==> config.mk <==
export PLATFORM = sky130hd
export DESIGN_NAME = spi_slave
export DESIGN_NICKNAME = d
export VERILOG_FILES = /design/src/rtl/spi_slave.sv
export SDC_FILE = /design/constraint.sdc
export NUM_CORES = 1
export LEC_CHECK = 0
export BUFFER_PORTS_ARGS = -buffer_cell sky130_fd_sc_hd__buf_2
export CAP_MARGIN = 20
export CORE_AREA = 2 2 74 59
export CTS_CLUSTER_DIAMETER = 60
export CTS_CLUSTER_SIZE = 30
export DETAILED_ROUTE_END_ITERATION = 10
export DIE_AREA = 0 0 76 61
export MAX_ROUTING_LAYER = met4
export PLACE_DENSITY = 0.6
export SETUP_SLACK_MARGIN = 0.3
export SYNTH_ARGS = -nofsm -noshare
export SYNTH_HDL_FRONTEND = slang
export SYNTH_SLANG_ARGS = --single-unit
==> constraint.sdc <==
create_clock -name clk -period 2.7 [get_ports clk]
set_input_delay 0.27 -clock clk [delete_from_list [all_inputs] [get_ports clk]]
set_output_delay 0.27 -clock clk [all_outputs]
set_load 0.02 [all_outputs]
==> src/rtl/spi_slave.sv <==
// Mode-0 SPI responder: SCLK, SS and MOSI are oversampled in the clk domain.
// Outputs are registered; received words are flagged with a one-cycle pulse.
module spi_slave #(
   parameter int unsigned WIDTH       = 8,
   parameter int unsigned SYNC_STAGES = 2
) (
   input  logic             clk,
   input  logic             SPI_reset,
   input  logic             SPI_sclk,
   input  logic             SPI_slave_select,
   input  logic             SPI_mosi,
   input  logic             SPI_MSB,
   input  logic [WIDTH-1:0] SPI_data_trans,
   output logic             SPI_miso,
   output logic [WIDTH-1:0] SPI_data_rec,
   output logic             SPI_flag,
   output logic             SPI_busy
);

   localparam int unsigned CW = (WIDTH > 1) ? $clog2(WIDTH) : 1;

   typedef enum logic {IDLE, ACTIVE} state_t;

   logic [SYNC_STAGES-1:0] r_sclk_sync, r_ss_sync, r_mosi_sync;
   logic                   r_sclk_d, r_ss_d;

   state_t           r_state, w_state_nxt;
   logic             r_msb, w_msb_nxt;
   logic [WIDTH-1:0] r_tx, w_tx_nxt;
   logic [WIDTH-1:0] r_rx, w_rx_nxt;
   logic [CW-1:0]    r_cnt, w_cnt_nxt;
   logic             r_miso, w_miso_nxt;
   logic [WIDTH-1:0] r_rec, w_rec_nxt;
   logic             r_flag, w_flag_nxt;
   logic             r_busy, w_busy_nxt;

   logic             w_sclk, w_ss, w_mosi;
   logic             w_ss_fall, w_ss_rise, w_sck_rise, w_sck_fall;
   logic [WIDTH-1:0] w_rx_shift, w_tx_l, w_tx_r;
   logic             w_next_bit;

   // Synchronizers idle at SS high / SCLK low so reset release is quiet
   always_ff @(posedge clk) begin
      if (SPI_reset) begin
         r_sclk_sync <= '0;
         r_ss_sync   <= '1;
         r_mosi_sync <= '0;
         r_sclk_d    <= 1'b0;
         r_ss_d      <= 1'b1;
      end else begin
         r_sclk_sync <= {r_sclk_sync[SYNC_STAGES-2:0], SPI_sclk};
         r_ss_sync   <= {r_ss_sync[SYNC_STAGES-2:0], SPI_slave_select};
         r_mosi_sync <= {r_mosi_sync[SYNC_STAGES-2:0], SPI_mosi};
         r_sclk_d    <= w_sclk;
         r_ss_d      <= w_ss;
      end
   end

   assign w_sclk     = r_sclk_sync[SYNC_STAGES-1];
   assign w_ss       = r_ss_sync[SYNC_STAGES-1];
   assign w_mosi     = r_mosi_sync[SYNC_STAGES-1];
   assign w_ss_fall  = r_ss_d & ~w_ss;
   assign w_ss_rise  = ~r_ss_d & w_ss;
   assign w_sck_rise = w_sclk & ~r_sclk_d;
   assign w_sck_fall = ~w_sclk & r_sclk_d;

   // With cnt=0 after a wrap this yields the first bit of the relatched word
   assign w_rx_shift = r_msb ? {r_rx[WIDTH-2:0], w_mosi} : {w_mosi, r_rx[WIDTH-1:1]};
   assign w_tx_l     = r_tx << r_cnt;
   assign w_tx_r     = r_tx >> r_cnt;
   assign w_next_bit = r_msb ? w_tx_l[WIDTH-1] : w_tx_r[0];

   always_ff @(posedge clk) begin
      if (SPI_reset) begin
         r_state <= IDLE;
         r_msb   <= 1'b0;
         r_tx    <= '0;
         r_rx    <= '0;
         r_cnt   <= '0;
         r_miso  <= 1'b0;
         r_rec   <= '0;
         r_flag  <= 1'b0;
         r_busy  <= 1'b0;
      end else begin
         r_state <= w_state_nxt;
         r_msb   <= w_msb_nxt;
         r_tx    <= w_tx_nxt;
         r_rx    <= w_rx_nxt;
         r_cnt   <= w_cnt_nxt;
         r_miso  <= w_miso_nxt;
         r_rec   <= w_rec_nxt;
         r_flag  <= w_flag_nxt;
         r_busy  <= w_busy_nxt;
      end
   end

   // SS events take priority over SCLK events in the same cycle
   always_comb begin
      w_state_nxt = r_state;
      w_msb_nxt   = r_msb;
      w_tx_nxt    = r_tx;
      w_rx_nxt    = r_rx;
      w_cnt_nxt   = r_cnt;
      w_miso_nxt  = r_miso;
      w_rec_nxt   = r_rec;
      w_flag_nxt  = 1'b0;
      unique case (r_state)
         IDLE: begin
            if (w_ss_fall) begin
               w_state_nxt = ACTIVE;
               w_msb_nxt   = SPI_MSB;
               w_tx_nxt    = SPI_data_trans;
               w_rx_nxt    = '0;
               w_cnt_nxt   = '0;
               w_miso_nxt  = SPI_MSB ? SPI_data_trans[WIDTH-1] : SPI_data_trans[0];
            end
         end
         ACTIVE: begin
            if (w_ss_rise) begin
               w_state_nxt = IDLE;
               w_cnt_nxt   = '0;
               w_miso_nxt  = 1'b0;
            end else if (w_sck_rise) begin
               w_rx_nxt = w_rx_shift;
               if (r_cnt == CW'(WIDTH - 1)) begin
                  w_rec_nxt  = w_rx_shift;
                  w_flag_nxt = 1'b1;
                  w_cnt_nxt  = '0;
                  w_tx_nxt   = SPI_data_trans;
               end else begin
                  w_cnt_nxt = r_cnt + CW'(1);
               end
            end else if (w_sck_fall) begin
               w_miso_nxt = w_next_bit;
            end
         end
         default: w_state_nxt = IDLE;
      endcase
      w_busy_nxt = (w_state_nxt == ACTIVE);
   end

   assign SPI_miso     = r_miso;
   assign SPI_data_rec = r_rec;
   assign SPI_flag     = r_flag;
   assign SPI_busy     = r_busy;

endmodule

==> impl_metrics.toml, run 1 <==
[outcome]
status = "finished, final reports clean"

[sta]
min_period_ns = 1.88
fin_ws_ns = 0.824
rsz0062_at_grt = "no"
fmax_ghz = 0.533
final_hold_viol_count = 0
slew_headroom_pct = 54.1
finalSetupViolCount = 0
whs_ns = 0.169
tightest_slew_ns = 0.689
finalCritPeriodShare_pct = 69.5
setup_tns_ns = 0
slew_violations = 0
finClkSkew_ns = 0.00618

[detailed_routing]
drt_pre_antenna_iters = 4
drt-total-wl_mm = 3.13
routedWlPerCell_um = 13.1
drt_iter0_markers = 58
via_count = 1193
drc_errors = 0
routed_via_density = 4.99
final_antenna_net_count = 0

[logic_synthesis]
ys_ff_latch = 39
syn_area_per_cell_um2 = 10.3
synth_compound_area_share_pct = 9.00
ys_top_cells_by_area = "dfxtp_1 46%, mux2i_1 10%, mux4_1 6.2%, nor2_1 6.0%, mux2_2 5.3%"
synthSimpleGateAreaFrac_pct = 17.0
muxShareOfSynthArea_pct = 22.9
synth_adder_area_share_pct = 1.47
yosysWarnings = 0
async_reset_ff_share_pct = 0
ys.flop_type = "dfxtp_1"
synth_top_family_by_area = "multiplexers"
netlist_area_um2 = 1700
syn-num-nets = 181
synth_cell_types = 28
synthCells = 165
synthXorXnorAreaFrac_pct = 0
yosysTopAreaCellShare_pct = 46.0
synth_edf_count = 0
synth_top_cell_by_area = "dfxtp_1"
yosysSeqAreaShare_pct = 46.0

[hold_path]
hold_path_class = "in2reg"
worstHoldPathCells = 2
min_to = "r_ss_sync[0]"
min-delay-start = "SPI_slave_select"

[critical_path]
startpoint_type = "flop"
reg2reg_to = "SPI_data_rec[6]"
crit_path_end_kind = "flop"
crit_required_ns = 2.89
r2r-start = "r_cnt[0]"
crit_path_max_fanout = 17
rrSetupSlack_ns = 0.82
criticalPathCategory = "reg2reg"
crit_arrival_ns = 2.07
r2r_cells = 5

[cts]
clkSinkCount = 39
clkLatencyLatePin_ns = 0.29
clkTransAtPathRegs_ns = 0.07
ctsHoldBuffers = 0
clockBufferDepth = 2
postCtsSetupRepairBufs = 0
cts_tree = "done"
ctsHtreeMaxLevel = 2
cts_root_buf = "clkbuf_8"
cts_resized = 0
numCtsBuffers = 5

[floorplanning]
core-area_um2 = 3880
die_width_um = 76
rows = 20
fp.dieArea_um2 = 4640
die_h_um = 61
initial_utilization_pct = 43.7
io_pins = 25

[global_routing]
grt_antenna_before_repair = 0
track_usage_pct = 15.7
grt_pass1_vias = 1196
overflow = 0
grt_max_degree = 41
grt_pass1_wl_mm = 5.41

[placement]
dp_hpwl_mm = 2.19
gp_congestion = 0.792
pre_cts_ws_ns = 0.833
io_buffers = 24

[power]
leakage_nw = 0.751
vdd_drop_max_uv = 287
power.density_nw_per_um2 = 540

[layout]
antenna_cells = 0
syn_to_final_growth_pct = 12.2
drive_gt1_share_pct = 23.9
finish.net_count = 199

[run]
drv_cap = 0
==> placed cells by master, fill, tap and decap left out, drive strengths merged, types with 4 or more instances in the layout <==
master / n
mux2i: 17
nor2b: 9
mux4: 5
nor2: 27
a21oi: 5
dfxtp: 39
buf: 24
nand2: 11
a211oi: 8
clkbuf: 7
mux2: 8
nand3: 4
==> registers in the layout, summed over array words and instances, names as in the netlist <==
signal and count:
SPI_flag 1, SPI_data_rec 8, r_sclk_sync 2, SPI_busy 1, r_rx 8, r_tx 8, r_mosi_sync 2, r_ss_d 1
r_sclk_d 1, r_cnt 3, r_msb 1, r_ss_sync 2, SPI_miso 1
==> area by class of cell <==
| class | instances | area [um^2] |
|---|---|---|
| clock buffer | 7 | 76.3 |
| clock inverter | 1 | 5.00 |
| fill | 359 | 1970 |
| multi-input combinational | 113 | 853 |
| sequential | 39 | 781 |
| tap | 55 | 68.8 |
| timing repair buffer | 24 | 120 |
==> synthesized netlist by cell type, drive strengths merged, types with 2 or more instances <==
library cell,instances
nand4,3
or2,3
a211oi,8
nand2,11
nor2b,9
clkbuf,6
mux2,8
o21ai,2
ha,2
mux2i,17
nor2,27
mux4,5
dfxtp,39
buf,7
a21oi,5
nand3,4
==> logic make-up after synthesis <==
logic type,after synthesis
adder cells (fa/ha/maj),2
multiplexers,30
flip-flops,39
AND/OR/NAND/NOR,61
AO/OA/AOI/OAI,20
buffers and inverters,13
==> worst max path at each step <==
stage | start | endpoint | cells after the start
6_report | r_cnt[0] | SPI_data_rec[6] | 5
5_1_grt | r_cnt[0] | SPI_data_rec[4] | 5
4_1_cts | r_cnt[0] | SPI_data_rec[4] | 5
3_5_place_dp | r_cnt[0] | SPI_data_rec[0] | 5
3_3_place_gp | r_cnt[0] | SPI_data_rec[1] | 5
2_1_floorplan | r_cnt[0] | SPI_miso | 4
==> through the flow <==
stage | std cells | util (%) | instance area, um^2 | total power, mW
after CTS | 239 | 49.1 | 1900 | 1.04
final | 239 | 49.1 | 1900 | 1.03
after floorplan | 165 | - | 1700 | 0.648
after global routing | 239 | 49.1 | 1900 | 1.08
after detailed placement | 231 | 47.0 | 1820 | 0.667
after global placement | 231 | 47.0 | 1820 | 0.665
==> critical path: stages, from the launching register on <==
cell      delay [ns]
dfxtp_1         0.48
ha_1            0.20
ha_1            0.22
and4_1          0.57
nor2_1          0.08
a211oi_1        0.22
==> power breakdown <==
part,internal (mW),switching (mW),total (mW)
clock,0.181,0.193,0.375
sequential,0.586,0.0120,0.598
combinational,0.0263,0.0288,0.0552
==> routing by layer <==
| layer | up-vias | share of wire [%] | global-route usage [%] |
|---|---|---|---|
| li1 | 617 | - | - |
| met1 | 551 | 52 | 20.1 |
| met2 | 21 | 43 | 23.2 |
| met3 | 4 | 4.1 | 4.76 |
| met5 | - | 0 | - |
| met4 | 0 | 1.1 | 7.01 |
Power figures use the tool's default switching activity.
==> run 2: changes to the inputs <==
Settings changed: ABC_AREA set to 1, CORE_AREA 2 2 74 59 to 2 2 74 58, DIE_AREA 0 0 76 61 to 0 0 76 60, PLACE_DENSITY 0.6 to 0.63.
Clock period 2.7 ns to 1.5 ns, I/O delays scaled along.
==> impl_metrics.toml, run 2 <==
[cts]
clkSinkCount = 39
clkTransAtPathRegs_ns = 0.07
numCtsBuffers = 5
cts_tree = "done"
cts_root_buf = "clkbuf_8"
clockBufferDepth = 2
ctsHoldBuffers = 0
ctsHtreeMaxLevel = 2
clkLatencyLatePin_ns = 0.29

[logic_synthesis]
synthCells = 228
syn-num-nets = 244
synth.top_cells.by_count = "59 x nand2_1, 39 x dfxtp_1, 31 x a21oi_1"
yosysWarnings = 0
ys_ff_latch = 39
synth_edf_count = 0
yosysMostFrequentCell = "nand2_1"
synth_top_cell_by_area = "dfxtp_1"
yosysTopAreaCellShare_pct = 46.6
ys_top_cells_by_area = "dfxtp_1 47%, nand2_1 13%, a21oi_1 9.3%, nand3_1 6.6%, inv_1 5.6%"
ys.flop_type = "dfxtp_1"
netlist_area_um2 = 1670
async_reset_ff_share_pct = 0
yosysSeqAreaShare_pct = 46.6
synth_cell_types = 20
syn_area_per_cell_um2 = 7.34

[critical_path]
crit_path_max_fanout = 8
crit_arrival_ns = 1.54
crit_slowest_cell = "dfxtp_4"
critical_path.top_delay_family = "buffers and inverters"
critPathBufInv = 4
startpoint_type = "flop"
cpPeakStageDelay_ns = 0.37
criticalPathCategory = "reg2reg"
crit_chain = "inv_4, a21oi_4, inv_4, nor2_8, a21oi_4, buf_12, buf_16, a21oi_2"
crit_required_ns = 1.73
crit_path_end_kind = "flop"

[sta]
slew_headroom_pct = 72.9
fmax_ghz = 0.761
finalCritPeriodShare_pct = 87.6
setup_tns_ns = 0
tightest_slew_ns = 0.407
final_hold_viol_count = 0
finClkSkew_ns = 0.00854
min_period_ns = 1.31
rsz0062_at_grt = "yes"
whs_ns = 0.0406
finalSetupViolCount = 0
slew_violations = 0

[global_routing]
grt_max_degree = 20
grt_antenna_before_repair = 0
overflow = 0
grt_pass1_wl_mm = 6.58
grt_pass1_vias = 1391
track_usage_pct = 19.0

[placement]
dp_hpwl_mm = 2.41
io_buffers = 24
gp_congestion = 0.852

[floorplanning]
fp.dieArea_um2 = 4560
initial_utilization_pct = 43.2
rows = 20
io_pins = 25
die_h_um = 60
die_width_um = 76
core-area_um2 = 3880

[power]
power.density_nw_per_um2 = 1030
vdd_drop_max_uv = 722
leakage_nw = 0.975

[layout]
drive_gt1_share_pct = 33.3
syn_to_final_growth_pct = 35.7
ff_latch_area_um2 = 792
finish.net_count = 285
final_common_cell = "nand2_1"
multi_input_comb_area_um2 = 856
antenna_cells = 0
most-common-layout-cells = "54 x nand2_1, 34 x dfxtp_1, 24 x buf_2"
final.fill_count = 356

[detailed_routing]
drt-total-wl_mm = 3.68
drt_pre_antenna_iters = 5
drt_iter0_markers = 127
via_count = 1577
final_antenna_net_count = 0
routedWlPerCell_um = 11.3
routed_via_density = 4.85
drc_errors = 0

[hold_path]
hold_path_class = "in2reg"

[run]
drv_cap = 0

[outcome]
status = "finished, final reports clean"
==> run 2: changes by cell type in the layout (fill, tap and decap cells not counted), sizes merged, moves of 2 or more <==
cell / delta
nor2b: -9
nand2: +48
inv: +26
a21oi: +28
nand3: +18
mux2: -8
buf: +19
nor3: +2
mux2i: -17
mux4: -5
a211oi: -6
nand4: -3
o21ai: +18
nor2: -18
==> run 2: worst reg2reg max path: cells and delay by family, from the launching register on <==
family | cells | cell delay [ns]
AND/OR/NAND/NOR | 1 | 0.16
flip-flops | 1 | 0.37
AO/OA/AOI/OAI | 3 | 0.35
buffers and inverters | 4 | 0.38
==> run 2: path summary, 6_finish.rpt <==
check,start,to,slack (ns),cells after the start
worst max-delay path,SPI_busy,r_tx[0],0.19,8
worst max register to register,SPI_busy,r_tx[0],0.19,8
worst min register to register,r_mosi_sync[0],r_mosi_sync[1],0.40,2
worst min-delay path,SPI_slave_select,r_ss_sync[0],0.04,2
==> run 2: cells by family after synthesis <==
group,after synthesis,share of synthesized area (%)
compound gates,55,18.1
fa+ha+maj,2,1.49
buf+inv,37,9.27
flops,39,46.6
simple gates,95,24.5
==> run 2: routing by layer <==
layer | vias up | global-route usage, % | routed length, um
met1 | 703 | 28.0 | 2000
met3 | 5 | 4.08 | 212
met4 | 0 | 6.23 | 31
met5 | - | - | 0
met2 | 53 | 25.4 | 1440
li1 | 816 | - | -
==> run 2: repair_timing <==
item	4_1_cts	5_1_grt
setup endpoints to repair	27	30
buffers inserted	7	2
pin swaps	10	7
resized for setup	28	17
gates cloned	1	0
==> run 2: per-stage QoR <==
step / util (%) / worst slack [ns] / instances / total power [mW] / instance area [um^2]
after global routing: 58.5 / 0.116 / 325 / 2.44 / 2270
after floorplan: - / 0.162 / 228 / 1.26 / 1700
after global placement: 48.8 / 0.142 / 307 / 1.32 / 1890
after CTS: 56.8 / 0.219 / 323 / 2.34 / 2200
after detailed placement: 48.8 / 0.0856 / 307 / 1.32 / 1890
final: 58.5 / 0.185 / 325 / 2.34 / 2270
==> run 2: final cells by class <==
class	instances	share of cell area (%)
clock inverter	1	1.32
inverter	28	4.90
tap	55	3.03
clock buffer	7	4.30
timing repair buffer	43	13.9
sequential	39	34.9
multi-input combinational	152	37.7
==> run 2: where the power goes <==
| group | leakage, nW | total, mW | internal, mW | switching (mW) |
|---|---|---|---|---|
| combinational | 0.593 | 0.279 | 0.118 | 0.161 |
| clock | 0.0636 | 0.974 | 0.598 | 0.376 |
| sequential | 0.318 | 1.09 | 1.07 | 0.0197 |
| total | 0.975 | 2.34 | 1.78 | 0.556 |
==> run 3: changes to the inputs <==
Settings changed: MAX_ROUTING_LAYER met4 to not set, PLACE_DENSITY 0.63 to 0.6.
Clock period 1.5 ns to 1.3 ns, I/O delays scaled along.
==> impl_metrics.toml, run 3 (synthesis gave the netlist of run 2 again) <==
[outcome]
status = "finished, final reports clean"

[global_routing]
grt_antenna_before_repair = 0
overflow = 0
grt_max_degree = 23
grt_pass1_vias = 1409
grt_pass1_wl_mm = 6.57
track_usage_pct = 18.9

[power]
power.share.switching_pct = 25.9
leakage_nw = 0.930
p_int_mw = 1.78
power.density_nw_per_um2 = 1060
seqPwrFrac_pct = 52.1
comb_power_share_pct = 13.6
finalPower_mw = 2.41
vdd_drop_max_uv = 747
p_sw_mw = 0.622
p_clk_share_pct = 34.2

[layout]
drive_gt1_share_pct = 35.7
most-common-layout-cells = "47 x nand2_1, 35 x dfxtp_1, 29 x a21oi_1"
antenna_cells = 0
multi_input_comb_area_um2 = 901
design_area_um2 = 2260
fin_util_pct = 58.3
syn_to_final_growth_pct = 35.0
ff_latch_area_um2 = 796
final.fill_count = 379
final_cells = 324
finish.net_count = 285
final_common_cell = "nand2_1"

[cts]
clkSinkCount = 39
ctsHtreeMaxLevel = 2
numCtsBuffers = 5
cts_tree = "done"
clkLatencyLatePin_ns = 0.30
clkTransAtPathRegs_ns = 0.07
cts_root_buf = "clkbuf_8"
clockBufferDepth = 2

[detailed_routing]
drt_pre_antenna_iters = 4
routed_via_density = 4.73
drc_errors = 0
via_count = 1533
final_antenna_net_count = 0
drt-total-wl_mm = 3.68
drt_iter0_markers = 114
routedWlPerCell_um = 11.4

[critical_path]
startpoint_type = "flop"
critPathBufInv = 3
critical_path.top_delay_family = "simple AND/OR/NAND/NOR gates"
crit_chain = "buf_4, buf_6, inv_8, nand2_1, nand3_1, nand3_1, nand3_1, nand2_1, nand2_2, a21oi_2"
crit_path_end_kind = "flop"
crit_slowest_cell = "dfxtp_4"
criticalPathCategory = "reg2reg"
cpPeakStageDelay_ns = 0.36
crit_top_cell = "nand3_1"
crit_path_max_fanout = 9
crit_required_ns = 1.49
crit_arrival_ns = 1.46

[hold_path]
hold_path_class = "in2reg"

[floorplanning]
fp.dieArea_um2 = 4560
initial_utilization_pct = 43.2
die_width_um = 76
rows = 20
die_h_um = 60
io_pins = 25
core-area_um2 = 3880

[placement]
gp_congestion = 0.791
dp_hpwl_mm = 2.52
dpl_cell_area_um2 = 1960
pre_cts_ws_ns = -0.0456
placed_cells = 309
io_buffers = 24

[sta]
finalCritPeriodShare_pct = 98.0
tightest_slew_ns = 0.380
slew_headroom_pct = 74.4
finalSetupViolCount = 0
finClkSkew_ns = 0.00603
min_period_ns = 1.27
fin_ws_ns = 0.0261
whs_ns = 0.0338
slew_violations = 0
rsz0062_at_grt = "yes"
final_hold_viol_count = 0
fmax_ghz = 0.785
setup_tns_ns = 0

[run]
drv_cap = 0
run 3: cell types whose count changed in the layout (fill, tap and decap cells not counted), sizes merged:
cell | previous run | this run
buf | 43 | 41
bufinv | 1 | 0
clkbuf | 7 | 6
dlygate4sd3 | 0 | 1
inv | 26 | 27
nand2 | 59 | 60
run 3: repair_timing:
action,CTS,global route
pin swaps,3,5
endpoints found under the setup margin,30,31
buffers inserted,3,2
hold endpoints to repair,0,1
hold buffers,0,1
cloned,2,0
gates resized for setup,16,33
run 3: worst paths after layout:
kind / cells after the start / startpoint / slack (ns) / to
hold reg to reg: 2 / r_mosi_sync[0] / 0.40 / r_mosi_sync[1]
setup / recovery: 10 / r_cnt[0] / 0.03 / SPI_miso
hold / removal: 3 / SPI_mosi / 0.03 / r_mosi_sync[0]
setup reg to reg: 10 / r_cnt[0] / 0.03 / SPI_miso
run 3: power groups by stage:
stage               Combinational [mW]  Sequential (mW)  Clock, mW
floorplan                        0.178             1.28          0
global placement                 0.262             1.28          0
detailed placement               0.262             1.28          0
CTS                              0.288             1.26      0.853
global route                     0.372             1.26      0.911
finish                           0.328             1.25      0.823
run 3: worst reg2reg max path: stages (launching register included):
cell and delay, ns:
dfxtp_4 0.36, buf_4 0.13, buf_6 0.13, inv_8 0.08, nand2_1 0.05, nand3_1 0.06
nand3_1 0.07, nand3_1 0.09, nand2_1 0.06, nand2_2 0.08, a21oi_2 0.05
run 3: final cells by class:
class,count,area share [%]
clock buffer,6,3.65
clock inverter,1,0.221
inverter,28,5.26
multi-input combinational,153,39.9
sequential,39,35.2
tap,55,3.05
timing repair buffer,42,12.7
run 3: metal layers:
metal	GRT usage (%)	vias up	wire length [um]
met4	11.4	0	85
met1	26.7	663	1920
met2	25.8	42	1470
met5	0	-	0
li1	-	819	-
met3	4.83	9	211
